**src/rtl/inst_encoder.sv**
```systemverilog
// RV32I instruction word assembler: packs decoded fields and immediates into 32-bit words with byte addresses.
// Latency 1 cycle; one-deep output register, in_ready drops while the held word is unconsumed or clear is high.
module inst_encoder #(
    parameter logic [31:0] BASE_ADDR = 32'h0000_0000,
    parameter int          ERR_CNT_W = 8
) (
    input  logic                 clk,
    input  logic                 rst_n,
    input  logic                 in_valid,
    output logic                 in_ready,
    input  logic [2:0]           fmt,
    input  logic [4:0]           rd,
    input  logic [4:0]           rs1,
    input  logic [4:0]           rs2,
    input  logic [2:0]           funct3,
    input  logic [6:0]           funct7,
    input  logic [31:0]          imm,
    input  logic                 clear,
    output logic                 out_valid,
    input  logic                 out_ready,
    output logic [31:0]          out_inst,
    output logic [31:0]          out_addr,
    output logic                 out_err,
    output logic [ERR_CNT_W-1:0] err_cnt
);

    localparam logic [2:0] FMT_R    = 3'd0;
    localparam logic [2:0] FMT_LOAD = 3'd1;
    localparam logic [2:0] FMT_ALU  = 3'd2;
    localparam logic [2:0] FMT_S    = 3'd3;
    localparam logic [2:0] FMT_B    = 3'd4;
    localparam logic [2:0] FMT_U    = 3'd5;
    localparam logic [2:0] FMT_J    = 3'd6;
    localparam logic [2:0] FMT_JALR = 3'd7;

    localparam logic [6:0] OP_R    = 7'b0110011;
    localparam logic [6:0] OP_LOAD = 7'b0000011;
    localparam logic [6:0] OP_ALU  = 7'b0010011;
    localparam logic [6:0] OP_S    = 7'b0100011;
    localparam logic [6:0] OP_B    = 7'b1100011;
    localparam logic [6:0] OP_U    = 7'b0110111;
    localparam logic [6:0] OP_J    = 7'b1101111;
    localparam logic [6:0] OP_JALR = 7'b1100111;

    localparam logic [31:0] NOP_INST = 32'h0000_0013;

    logic [31:0]  enc_inst;
    logic         imm_ok;
    logic         accept;
    logic [31:0]  addr_cnt;

    // Sign-extension checks: the bits above the encodable field must all match its top bit.
    logic sx_i;
    logic sx_b;
    logic sx_j;

    assign sx_i = (&imm[31:11]) | ~(|imm[31:11]);
    assign sx_b = (&imm[31:12]) | ~(|imm[31:12]);
    assign sx_j = (&imm[31:20]) | ~(|imm[31:20]);

    always_comb begin
        enc_inst = 32'h0;
        imm_ok   = 1'b1;
        case (fmt)
            FMT_R: begin
                enc_inst = {funct7, rs2, rs1, funct3, rd, OP_R};
            end
            FMT_LOAD: begin
                enc_inst = {imm[11:0], rs1, funct3, rd, OP_LOAD};
                imm_ok   = sx_i;
            end
            FMT_ALU: begin
                enc_inst = {imm[11:0], rs1, funct3, rd, OP_ALU};
                imm_ok   = sx_i;
            end
            FMT_S: begin
                enc_inst = {imm[11:5], rs2, rs1, funct3, imm[4:0], OP_S};
                imm_ok   = sx_i;
            end
            FMT_B: begin
                enc_inst = {imm[12], imm[10:5], rs2, rs1, funct3, imm[4:1], imm[11], OP_B};
                imm_ok   = sx_b && !imm[0];
            end
            FMT_U: begin
                enc_inst = {imm[31:12], rd, OP_U};
                imm_ok   = (imm[11:0] == 12'h000);
            end
            FMT_J: begin
                enc_inst = {imm[20], imm[10:1], imm[11], imm[19:12], rd, OP_J};
                imm_ok   = sx_j && !imm[0];
            end
            FMT_JALR: begin
                enc_inst = {imm[11:0], rs1, 3'b000, rd, OP_JALR};
                imm_ok   = sx_i;
            end
            default: begin
                enc_inst = NOP_INST;
                imm_ok   = 1'b1;
            end
        endcase
    end

    assign in_ready = !clear && (!out_valid || out_ready);
    assign accept   = in_valid && in_ready;

    always_ff @(posedge clk or negedge rst_n) begin
        if (!rst_n) begin
            out_valid <= 1'b0;
            out_inst  <= 32'h0;
            out_addr  <= BASE_ADDR;
            out_err   <= 1'b0;
            err_cnt   <= '0;
            addr_cnt  <= BASE_ADDR;
        end else if (clear) begin
            out_valid <= 1'b0;
            out_err   <= 1'b0;
            err_cnt   <= '0;
            addr_cnt  <= BASE_ADDR;
        end else if (accept) begin
            out_valid <= 1'b1;
            out_inst  <= imm_ok ? enc_inst : NOP_INST;
            out_addr  <= addr_cnt;
            out_err   <= !imm_ok;
            addr_cnt  <= addr_cnt + 32'd4;
            // Errored words still consume an address slot so the image layout is preserved.
            if (!imm_ok && (err_cnt != '1))
                err_cnt <= err_cnt + 1'b1;
        end else if (out_ready) begin
            out_valid <= 1'b0;
        end
    end

endmodule

```
**config.mk**
```make
export PLATFORM = sky130hd
export DESIGN_NAME = inst_encoder
export DESIGN_NICKNAME = d
export VERILOG_FILES = /design/src/rtl/inst_encoder.sv
export SDC_FILE = /design/constraint.sdc
export NUM_CORES = 1
export LEC_CHECK = 0
export ABC_AREA = 0
export CORE_UTILIZATION = 52
export DETAILED_ROUTE_END_ITERATION = 10
export MAX_ROUTING_LAYER = met4
export PLACE_DENSITY = 0.89
export SETUP_SLACK_MARGIN = 0.1
export SYNTH_ARGS = -nofsm -noshare
export SYNTH_HDL_FRONTEND = slang
export SYNTH_SLANG_ARGS = --single-unit
```
**constraint.sdc**
```tcl
create_clock -name clk -period 3.6 [get_ports clk]
set_input_delay 0.72 -clock clk [delete_from_list [all_inputs] [get_ports clk]]
set_output_delay 0.72 -clock clk [all_outputs]
set_load 0.01 [all_outputs]
```
== Word-level counts from Yosys, hierarchy flattened ==
Index checks and enable logic that the tools add are counted.
W data, S select, Z words.

* Input bits: 65
* Flip-flop bits (word level): 106
* Output and inout bits: 75

* $add $sub $neg: 2
* Reduce and logical (&&, ||, !) cells: 24
* Multiplexer cells: 13
* Equal/unequal tests: 8
* Bitwise operators: 7

{| class="wikitable"
|+ Operators by type and width
! operator !! count
|-
| $pmux W32 S8 || 1
|-
| $mux W32 || 3
|-
| $add A32 B3 Y32 const B || 1
|-
| $mux W8 || 3
|-
| $reduce_and A21 Y1 || 1
|-
| $reduce_or A21 Y1 || 1
|-
| $reduce_and A20 Y1 || 1
|-
| $reduce_or A20 Y1 || 1
|-
| $eq A3 B3 Y1 const B || 4
|-
| $logic_not A12 Y1 || 1
|-
| $reduce_and A12 Y1 || 1
|-
| $reduce_or A12 Y1 || 1
|-
| $add A8 B1 Y8 const B || 1
|-
| $ne A8 B8 Y1 const B || 1
|-
| $eq A3 B2 Y1 const B || 2
|-
| $logic_and A1 B1 Y1 || 5
|-
| $mux W1 || 5
|-
| $logic_not A1 Y1 || 4
|-
| $not A1 Y1 || 4
|-
| $pmux W1 S4 || 1
|-
| $reduce_and A2 Y1 || 2
|-
| $reduce_bool A2 Y1 || 2
|-
| $reduce_or A4 Y1 || 1
|-
| $eq A3 B1 Y1 const B || 1
|-
| 4 further kinds || 6
|}

== Logic depth before layout (Yosys ltp) ==
Gate-level depths: netlist of run 1.

* Depth in word-level cells: 10
* Gate-level depth with buffers: 10

== Least setup slack after synthesis of run 1 ==
OpenSTA, ideal clock, no wires.

* Kind: input -> register
* Start: in fmt[2]
* End: reg err_cnt[7]
* Required time: 3,522 ps
* Setup time: 78 ps
* Stages: 9
* Data arrival time: 2,365 ps
* Setup slack: 1,157 ps
* Cells stage by stage: buf_6 inv_4 maj3_2 nand4b_1 nand4_1 or2_1 buf_6 or4_1 a21oi_1

* Cells in the longest elaborated chain, start to end: 7

{| class="wikitable"
|+ Ends and longest elaborated chain
! element !! line !! RTL
|-
| from (decl) || 11 || <nowiki>input logic [2:0] fmt,</nowiki>
|-
| $eq A3 B3 Y1 (tied with other cells) || 64 || <nowiki>case (fmt)</nowiki>
|-
| $reduce_or A4 Y1 (no source line) || -- ||
|-
| $pmux W1 S4 * || 64 ||
|-
| $logic_not A1 Y1 * || 126 || <nowiki>if (!imm_ok && (err_cnt != '1))</nowiki>
|-
| $logic_and A1 B1 Y1 * || 126 ||
|-
| $reduce_bool A2 Y1 (no source line) * || -- ||
|-
| $reduce_and A2 Y1 (no source line) * || -- ||
|-
| to (signal assigned) || 127 || <nowiki>err_cnt <= err_cnt + 1'b1;</nowiki>
|-
| to (decl) || 24 || <nowiki>output logic [ERR_CNT_W-1:0] err_cnt</nowiki>
|}

Every way passes the cells marked *; elsewhere a longest branch is shown, timed or not.
A chain may end at the register's enable or synchronous reset.

== Worst setup path in the final report of run 1 ==
Same ends and word-level chain as after synthesis.

==> flow_metrics.env, run 1 <==
export IMPL_outcome="finished clean"
export IMPL_setup_violations=0
export IMPL_p_leak_nw=2.910
export IMPL_clk_latency_ns=0.37
export IMPL_clkPwrFrac_pct=30.6
export IMPL_crit_path_end="err_cnt[7]"
export IMPL_setup_ws_ns=0.7617
export IMPL_vias=4887
export IMPL_grt_pass1_vias=4737
export IMPL_vdd_ir_drop_max_uv=180.6
export IMPL_syn_inst=567
export IMPL_clock_skew_ns=0.01109
export IMPL_synthToLayoutAreaGrowth_pct=33.72
export IMPL_ff2ff_setup_slack_ns=1.37
export IMPL_fill_cells=682
export IMPL_place_ws_ns=0.4100
export IMPL_internal_power_mw=1.589
export IMPL_p_per_area_nw_per_um2=326.7
export IMPL_clk_pin_slew_ns=0.10
export IMPL_max_slew_margin_pct=45.13
export IMPL_startpoint_type="input port"
export IMPL_antenna_found_initial=0
export IMPL_die_height_um=100.5
export IMPL_cts_buffers=9
export IMPL_pwr_share_seq_pct=53.6
export IMPL_synthAdderAreaFrac_pct=0.7196
export IMPL_min_period_ns=2.838
export IMPL_grt_remaining_overflow=0
export IMPL_hp_class="in -> async"
export IMPL_yosys_area_share_simple_pct=26.25
export IMPL_cts_tree="built"
export IMPL_hpwl_mm=10.47
export IMPL_grt_max_degree=88
export IMPL_total_power_mw=2.203
export IMPL_clk_path_buf_depth=2
export IMPL_async_flop_share_pct=100.0
export IMPL_grt_pass1_wl_mm=22.91
export IMPL_layout_common_cells="nand2_1, clkdlybuf4s50_1, dfrtp_1, nor2_1, o21ai_0"
export IMPL_synth_mux_area_share_pct=3.201
export IMPL_holdWs_ns=0.4300
export IMPL_p_sw_uw=614.0
export IMPL_mostFrequentLayoutCell="nand2_1"
export IMPL_r2r_cells=8
export IMPL_required_ns=3.89
export IMPL_pwr_share_comb_pct=15.9
export IMPL_clockRootBuffer="clkbuf_8"
export IMPL_drtPass1Iterations=5
export IMPL_synth_edf_count=0
export IMPL_synth_cell_area_um2=5042
export IMPL_yosysWarnings=0
export IMPL_die_area_um2=10090
export IMPL_htree_levels=3
export IMPL_drt_initial_drc_count=247
export IMPL_routedWlPerCell_um=16.97
export IMPL_ys_seq_elements=101
export IMPL_track_usage_pct=29.85
export IMPL_fin_setup_tns_ns=0
export IMPL_rsz0062_at_grt="false"
export IMPL_cts_hold_buf=0
export IMPL_period_share_pct=78.84
export IMPL_cts_resized=0
export IMPL_synthFlopType="dfrtp_1"
export IMPL_cts_sinks=101
export IMPL_startpoint="fmt[2]"
export IMPL_ios=140
export IMPL_detail_route_antenna_nets=0
export IMPL_critPathKind="in -> reg"
export IMPL_place_congestion=0.9055
export IMPL_finalNetCount=766
export IMPL_maxCapViolCount=0
export IMPL_maxSlewViolCount=0
export IMPL_dieWidth_um=100.5
export IMPL_arrival_ns=3.12
export IMPL_synthXorXnorAreaFrac_pct=3.821
export IMPL_netSwitchingFraction_pct=27.87
export IMPL_worstSetupEndpointType="flip-flop"
export IMPL_synth_top_family_by_area="simple AND/OR/NAND/NOR gates"
export IMPL_vias_per_cell=5.867
export IMPL_report_final_hold_viol_count=0
export IMPL_core_area_um2=9328
export IMPL_drc=0
export IMPL_avgSynthCellArea_um2=8.893
export IMPL_io_buffer_count=137
export IMPL_drive_gt1_share_pct=5.398
export IMPL_initial_utilization_pct=54.06
export IMPL_diodes=0
export IMPL_routed_wl_mm=14.14
export IMPL_post_cts_buffers=0
export IMPL_synth_distinct_cells=44
export IMPL_num_rows=35
export IMPL_r2r_end="addr_cnt[28]"
export IMPL_critPathMaxFanout=10
export IMPL_ys_seq_area_share_pct=50.12
export IMPL_reg2reg_from="out_valid"
export IMPL_tightest_slew_ns=0.8231
export IMPL_fmax_mhz=352.3
export IMPL_synth_compound_area_share_pct=12.48
[cells by family (layout without fill, tap and decap cells)]
| family | after synthesis | in the layout |
|---|---|---|
| mux | 16 | 16 |
| xor+xnor | 22 | 22 |
| other cells | 1 | 2 |
| simple gates | 288 | 288 |
| compound gates | 99 | 99 |
| fa+ha+maj | 3 | 3 |
| flops | 101 | 101 |
| buf+inv | 37 | 173 |
[area by class of cell]
class | instances | area (µm²) | share of cell area [%]
Clock buffer | 10 | 127.6 | 1.893
Inverter | 5 | 21.27 | 0.3155
Multi-Input combinational cell | 430 | 2356 | 34.94
Timing Repair Buffer | 152 | 1494 | 22.16
Clock inverter | 6 | 55.05 | 0.8165
Sequential cell | 101 | 2527 | 37.48
Tap cell | 129 | 161.4 | 2.394
[power groups by stage]
stage	Combinational, mW	Clock (mW)	Sequential [mW]
after floorplan	0.128	0	1.21
after global placement	0.335	0	1.20
after detailed placement	0.344	0	1.20
after CTS	0.347	0.684	1.18
after global routing	0.375	0.737	1.18
final	0.349	0.673	1.18
[synthesized netlist by cell type (all sizes together), types with 7 or more instances]
| cell | instances | area [µm²] |
|---|---|---|
| nand2 | 141 | 529.3 |
| nor4 | 8 | 50.05 |
| xor2 | 17 | 148.9 |
| mux2i | 15 | 150.1 |
| o21ai | 33 | 165.2 |
| nand2b | 10 | 62.56 |
| nor3 | 11 | 55.05 |
| nor2 | 47 | 176.4 |
| clkbuf | 22 | 82.58 |
| o22a | 7 | 61.31 |
| o31ai | 16 | 120.1 |
| nand4 | 16 | 100.1 |
| nand3 | 20 | 100.1 |
| dfrtp | 101 | 2527 |
| buf | 10 | 63.81 |
| a21oi | 20 | 100.1 |
[how the worst min path moves through the flow]
stage | startpoint | endpoint | slack (ns) | cells past startpoint
3_3_place_gp | out_inst[9] | out_inst[9] | 0.46 | 2
4_1_cts | rst_n | out_inst[19] | 0.46 | 1
2_1_floorplan | rst_n | addr_cnt[10] | 0.42 | 0
5_1_grt | rst_n | out_inst[19] | 0.49 | 1
6_report | rst_n | out_inst[19] | 0.43 | 1
3_5_place_dp | out_addr[15] | out_addr[15] | 0.46 | 2
[per-layer routing]
metal	up-vias	GRT usage (%)	wire (µm)
met5	-	-	0
met4	0	11.93	439
met3	45	5.340	968
met2	240	49.74	6900
met1	2355	36.16	5826
li1	2247	-	-
[critical path, stage by stage]
cell             delay [ns]
clkdlybuf4s50_1        0.63
nand2_1                0.33
nor2_1                 0.15
nand4_1                0.15
o211ai_1               0.16
or2_1                  0.30
or4_1                  0.51
a21oi_1                0.17
[flip-flops by register name, summed over array words and instances (netlist names)]
signal and cells:
out_valid 1, addr_cnt 30, out_err 1, out_inst 31, err_cnt 8, out_addr 30
[through the flow]
stage | util (%) | std cells | area, µm²
6_report | 72.29 | 833 | 6743
5_1_grt | 72.29 | 833 | 6743
4_1_cts | 72.29 | 833 | 6743
3_5_place_dp | 70.33 | 817 | 6560
3_3_place_gp | 70.33 | 817 | 6560
2_1_floorplan | - | 568 | 5046
Power figures use the tool's default switching activity.
==> run 2, diff against run 1 <==
--- a/config.mk
+++ b/config.mk
@@ -6,10 +6,10 @@
 export NUM_CORES = 1
 export LEC_CHECK = 0
 export ABC_AREA = 0
-export CORE_UTILIZATION = 52
+export CORE_UTILIZATION = 48
 export DETAILED_ROUTE_END_ITERATION = 10
 export MAX_ROUTING_LAYER = met4
-export PLACE_DENSITY = 0.89
+export PLACE_DENSITY = 0.83
 export SETUP_SLACK_MARGIN = 0.1
 export SYNTH_ARGS = -nofsm -noshare
 export SYNTH_HDL_FRONTEND = slang
==> constraint.sdc (replaced) <==
create_clock -name clk -period 2.8 [get_ports clk]
set_input_delay 0.56 -clock clk [delete_from_list [all_inputs] [get_ports clk]]
set_output_delay 0.56 -clock clk [all_outputs]
set_load 0.01 [all_outputs]
==> run 2 against run 1 <==
Critical path type unchanged. Die area is 8.2% higher. Final area increased by 2.6%. Global-route usage decreased by 3.0 points. Largest power group unchanged. Non-clock buffer count up 18. Clock skew is 0.00093 ns lower. Via count shrank 1.3%. Clock power increased by 49%. Clock-buffer cell count stayed put. Total power grew 35%. Sequential power up 29%. Combinational power is 31% higher. First-iteration DRC count increased by 29%.
==> flow_metrics.env, run 2 (synthesis results as in run 1) <==
export IMPL_die_height_um=104.5
export IMPL_initial_utilization_pct=49.28
export IMPL_hp_class="in -> async"
export IMPL_grt_pass1_wl_mm=22.86
export IMPL_grt_pass1_vias=4689
export IMPL_top_regs="out_inst (31), addr_cnt (30), out_addr (30)"
export IMPL_dieWidth_um=104.5
export IMPL_p_leak_nw=3.018
export IMPL_required_ns=3.07
export IMPL_cts_buffers=9
export IMPL_setup_ws_ns=0.3534
export IMPL_finalNetCount=784
export IMPL_hpwl_mm=10.17
export IMPL_vdd_ir_drop_max_uv=265.2
export IMPL_final_cells=858
export IMPL_fmax_mhz=408.7
export IMPL_htree_levels=3
export IMPL_regMostFlops="out_inst"
export IMPL_ff2ff_setup_slack_ns=0.59
export IMPL_track_usage_pct=26.86
export IMPL_cts_tree="built"
export IMPL_place_ws_ns=-0.006642
export IMPL_diodes=0
export IMPL_clk_path_buf_depth=2
export IMPL_clk_latency_ns=0.37
export IMPL_core_area_um2=10230
export IMPL_setup_violations=0
export IMPL_post_cts_buffers=0
export IMPL_clock_skew_ns=0.01016
export IMPL_routed_wl_mm=13.91
export IMPL_outcome="finished clean"
export IMPL_fill_cells=826
export IMPL_report_final_hold_viol_count=0
export IMPL_worstSetupEndpointType="flip-flop"
export IMPL_grt_max_degree=62
export IMPL_vias_per_cell=5.621
export IMPL_r2r_cells=7
export IMPL_num_rows=37
export IMPL_io_buffer_count=137
export IMPL_antenna_found_initial=0
export IMPL_critPathKind="in -> reg"
export IMPL_grt_remaining_overflow=0
export IMPL_mostFrequentLayoutCell="nand2_1"
export IMPL_r2r_end="addr_cnt[31]"
export IMPL_ios=140
export IMPL_layout_common_cells="nand2_1, clkdlybuf4s50_1, dfrtp_1, nor2_1"
export IMPL_die_area_um2=10920
export IMPL_min_period_ns=2.447
export IMPL_critPathMaxFanout=8
export IMPL_routedWlPerCell_um=16.21
export IMPL_clockRootBuffer="clkbuf_8"
export IMPL_rsz0062_at_grt="false"
export IMPL_max_slew_margin_pct=54.69
export IMPL_holdWs_ns=0.1648
export IMPL_cts_hold_buf=0
export IMPL_place_congestion=0.9138
export IMPL_clk_pin_slew_ns=0.11
export IMPL_tightest_slew_ns=0.6744
export IMPL_cts_resized=0
export IMPL_synthToLayoutAreaGrowth_pct=37.15
export IMPL_maxSlewViolCount=0
export IMPL_cts_sinks=101
export IMPL_detail_route_antenna_nets=0
export IMPL_drc=0
export IMPL_reg2reg_from="addr_cnt[9]"
export IMPL_period_share_pct=87.38
export IMPL_arrival_ns=2.72
export IMPL_largest_reg_flops=31
export IMPL_maxCapViolCount=0
export IMPL_startpoint_type="input port"
export IMPL_drt_initial_drc_count=318
export IMPL_drive_gt1_share_pct=7.756
export IMPL_p_per_area_nw_per_um2=430.1
export IMPL_vias=4823
export IMPL_dp_cells=842
export IMPL_drtPass1Iterations=5
[run 2: cell count changes in the layout (fill, tap and decap cells not counted)]
cell	delta
clkbuf_8	+1
inv_6	+2
clkbuf_1	-1
buf_4	+18
nor2_1	+1
bufinv_16	+1
clkinvlp_4	-2
nor2_2	-1
inv_8	-1
[run 2: worst max-delay path by stage]
| stage | from | endpoint | slack, ns | depth (start not counted) |
|---|---|---|---|---|
| after floorplan | fmt[2] | err_cnt[7] | 0.52 | 9 |
| after global placement | imm[26] | err_cnt[7] | 0.09 | 8 |
| after detailed placement | imm[14] | out_inst[6] | -0.007 | 9 |
| after CTS | clear | in_ready | 0.34 | 4 |
| after global routing | imm[14] | out_inst[6] | 0.21 | 9 |
| final | imm[20] | out_inst[6] | 0.35 | 10 |
[run 2: critical path: stages]
cell and delay [ns]:
clkdlybuf4s50_1 0.55, nand4_1 0.13, nor3_1 0.38, buf_4 0.19
nand4_1 0.09, nand4_1 0.16, or2_1 0.18, buf_4 0.17
nand2_1 0.08, o31ai_1 0.22
[run 2: layout make-up]
class / count / area (µm²) / area share, %
Multi-Input combinational cell: 430 / 2354 / 34.03
Clock buffer: 10 / 137.6 / 1.990
Tap cell: 136 / 170.2 / 2.461
Sequential cell: 101 / 2527 / 36.55
Timing Repair Buffer: 170 / 1629 / 23.56
Clock inverter: 6 / 76.32 / 1.104
Inverter: 5 / 21.27 / 0.3076
[run 2: per-stage QoR]
| step | power, mW | cell area, µm² | utilization (%) | setup TNS [ns] |
|---|---|---|---|---|
| 4_1_cts | 2.989 | 6915 | 67.59 | 0 |
| 6_report | 2.974 | 6915 | 67.59 | 0 |
| 3_3_place_gp | 1.988 | 6701 | 65.50 | 0 |
| 3_5_place_dp | 2.001 | 6701 | 65.50 | -0.006800 |
| 2_1_floorplan | 1.723 | 5046 | - | 0 |
| 5_1_grt | 3.096 | 6915 | 67.59 | 0 |
[run 2: where the power goes]
part	internal [mW]	switching, mW	total [mW]
Combinational	0.225	0.232	0.457
Clock	0.454	0.546	1.00
Sequential	1.49	0.0249	1.52
[run 2: metal layers]
| metal | track usage (%) | share of wire (%) | vias up | routed length (µm) |
|---|---|---|---|---|
| met5 | - | 0 | - | 0 |
| met1 | 33.84 | 44 | 2342 | 6054 |
| met3 | 4.323 | 6.0 | 21 | 839 |
| met2 | 44.04 | 49 | 189 | 6774 |
| li1 | - | - | 2271 | - |
| met4 | 9.286 | 1.8 | 0 | 244 |
==> run 3, diff against run 2 <==
--- a/config.mk
+++ b/config.mk
@@ -9,7 +9,7 @@
 export CORE_UTILIZATION = 48
 export DETAILED_ROUTE_END_ITERATION = 10
 export MAX_ROUTING_LAYER = met4
-export PLACE_DENSITY = 0.83
+export PLACE_DENSITY = 0.8
 export SETUP_SLACK_MARGIN = 0.1
 export SYNTH_ARGS = -nofsm -noshare
 export SYNTH_HDL_FRONTEND = slang
==> run 3 against run 2 <==
Flip-flop and latch count stayed put. Combinational power hardly changed. Global-route usage is 0.91 points higher. Hold slack better by 0.041 ns. Core utilization is 0.28 points higher. Worst setup slack worse by 0.10 ns. Clock-buffer cell count stayed put. Sequential power hardly changed. Critical path depth is 2 lower.
==> flow_metrics.env, run 3 (synthesis results as in run 1) <==
export IMPL_cts_resized=0
export IMPL_layout_common_cells="nand2_1, clkdlybuf4s50_1, dfrtp_1, nor2_1, o21ai_0"
export IMPL_tightest_slew_ns=0.7072
export IMPL_regMostFlops="out_inst"
export IMPL_place_congestion=0.9075
export IMPL_critPathMaxFanout=5
export IMPL_track_usage_pct=27.77
export IMPL_setup_violations=0
export IMPL_die_area_um2=10920
export IMPL_grt_pass1_vias=4775
export IMPL_rsz0062_at_grt="false"
export IMPL_p_per_area_nw_per_um2=441.7
export IMPL_clk_pin_slew_ns=0.11
export IMPL_cts_buffers=9
export IMPL_crit_path_end="err_cnt[5]"
export IMPL_crit_chain="clkdlybuf4s50_1 -> nor4_1 -> and3_1 -> o21ai_0 -> o211ai_1 -> or2_1 -> or4_1 -> a21oi_1"
export IMPL_mostFrequentLayoutCell="nand2_1"
export IMPL_top_regs="out_inst (31), addr_cnt (30), out_addr (30)"
export IMPL_routed_wl_mm=14.16
export IMPL_place_ws_ns=-0.04577
export IMPL_cts_tree="built"
export IMPL_vias=4746
export IMPL_p_leak_nw=3.031
export IMPL_drt_initial_drc_count=350
export IMPL_clock_skew_ns=0.01424
export IMPL_maxCapViolCount=0
export IMPL_fin_util_pct=67.87
export IMPL_num_rows=37
export IMPL_p_sw_uw=805.3
export IMPL_cts_sinks=101
export IMPL_initial_utilization_pct=49.28
export IMPL_cts_hold_buf=0
export IMPL_clk_path_buf_depth=2
export IMPL_max_slew_margin_pct=52.85
export IMPL_dieWidth_um=104.5
export IMPL_internal_power_mw=2.262
export IMPL_grt_remaining_overflow=0
export IMPL_antenna_found_initial=0
export IMPL_fin_setup_tns_ns=0
export IMPL_hp_class="in -> async"
export IMPL_arrival_ns=2.84
export IMPL_netSwitchingFraction_pct=26.26
export IMPL_r2r_end="addr_cnt[31]"
export IMPL_detail_route_antenna_nets=0
export IMPL_reg2reg_from="addr_cnt[9]"
export IMPL_fmax_mhz=392.3
export IMPL_clkPwrFrac_pct=35.7
export IMPL_startpoint="imm[29]"
export IMPL_r2r_cells=7
export IMPL_htree_levels=3
export IMPL_drive_gt1_share_pct=7.628
export IMPL_critPathKind="in -> reg"
export IMPL_clk_latency_ns=0.38
export IMPL_outcome="finished clean"
export IMPL_setup_ws_ns=0.2511
export IMPL_largest_reg_flops=31
export IMPL_slowest_stage="clkdlybuf4s50_1"
export IMPL_io_buffer_count=137
export IMPL_post_cts_buffers=0
export IMPL_drc=0
export IMPL_grt_pass1_wl_mm=23.40
export IMPL_die_height_um=104.5
export IMPL_diodes=0
export IMPL_vias_per_cell=5.538
export IMPL_pwr_share_comb_pct=14.9
export IMPL_critPathMaxStageDelay_ns=0.53
export IMPL_finalNetCount=783
export IMPL_hpwl_mm=10.19
export IMPL_drtPass1Iterations=5
export IMPL_ff2ff_setup_slack_ns=0.50
export IMPL_grt_max_degree=54
export IMPL_routedWlPerCell_um=16.52
export IMPL_vdd_ir_drop_max_uv=287.4
export IMPL_report_final_hold_viol_count=0
export IMPL_startpoint_type="input port"
export IMPL_core_area_um2=10230
export IMPL_clockRootBuffer="clkbuf_8"
export IMPL_period_share_pct=91.03
export IMPL_pwr_share_seq_pct=49.4
export IMPL_worstSetupEndpointType="flip-flop"
export IMPL_min_period_ns=2.549
export IMPL_synthToLayoutAreaGrowth_pct=37.72
export IMPL_required_ns=3.09
export IMPL_ios=140
export IMPL_maxSlewViolCount=0
==> run 3: changes by cell type in the layout (fill, tap and decap cells not counted) <==
cell       before  now
buf_12          1    2
buf_4          33   31
bufinv_16       1    2
clkinv_4        2    1
inv_6           2    1
inv_8           1    2
==> run 3: worst min path at each step <==
stage,cells after the start,slack [ns],startpoint,endpoint
floorplan,0,0.26,rst_n,addr_cnt[10]
global placement,2,0.46,out_inst[16],out_inst[16]
detailed placement,2,0.46,out_addr[13],out_addr[13]
CTS,1,0.23,rst_n,out_inst[24]
global route,1,0.25,rst_n,out_inst[22]
finish,1,0.21,rst_n,out_inst[22]
==> run 3: area by class of cell <==
| cell class | count | area (µm²) |
|---|---|---|
| clock inverters | 6 | 100.1 |
| flip-flops and latches | 101 | 2527 |
| repair buffers | 169 | 1634 |
| clock buffers | 10 | 137.6 |
| fillers | 822 | 3287 |
| well taps | 136 | 170.2 |
| inverters | 5 | 21.27 |
| multi-input cells | 430 | 2354 |
==> run 3: worst max-delay path: cells and delay by family <==
kind | cells | cell delay, ns
buf+inv | 1 | 0.53
simple gates | 4 | 1.16
compound gates | 3 | 0.60
==> run 3: routing by layer <==
layer	GRT usage, %	vias up	part of all wire, %
met3	6.579	23	6.7
met5	-	-	0
met1	32.70	2277	41
met4	9.184	0	1.8
li1	-	2272	-
met2	46.74	174	50
==> run 3: power by group through the flow <==
stage	sequential, mW	combinational (mW)	clock [mW]
floorplan	1.56	0.165	0
global placement	1.54	0.445	0
detailed placement	1.54	0.454	0
CTS	1.52	0.457	1.11
global route	1.52	0.497	1.17
finish	1.52	0.456	1.10
==> run 3: through the flow <==
| stage | area (µm²) | hold WS, ns | total power [mW] | cells |
|---|---|---|---|---|
| 3_3_place_gp | 6706 | 0.4607 | 1.988 | 841 |
| 4_1_cts | 6944 | 0.2265 | 3.087 | 857 |
| 3_5_place_dp | 6706 | 0.4608 | 1.999 | 841 |
| 2_1_floorplan | 5046 | 0.2644 | 1.723 | 568 |
| 5_1_grt | 6944 | 0.2520 | 3.182 | 857 |
| 6_report | 6944 | 0.2060 | 3.067 | 857 |
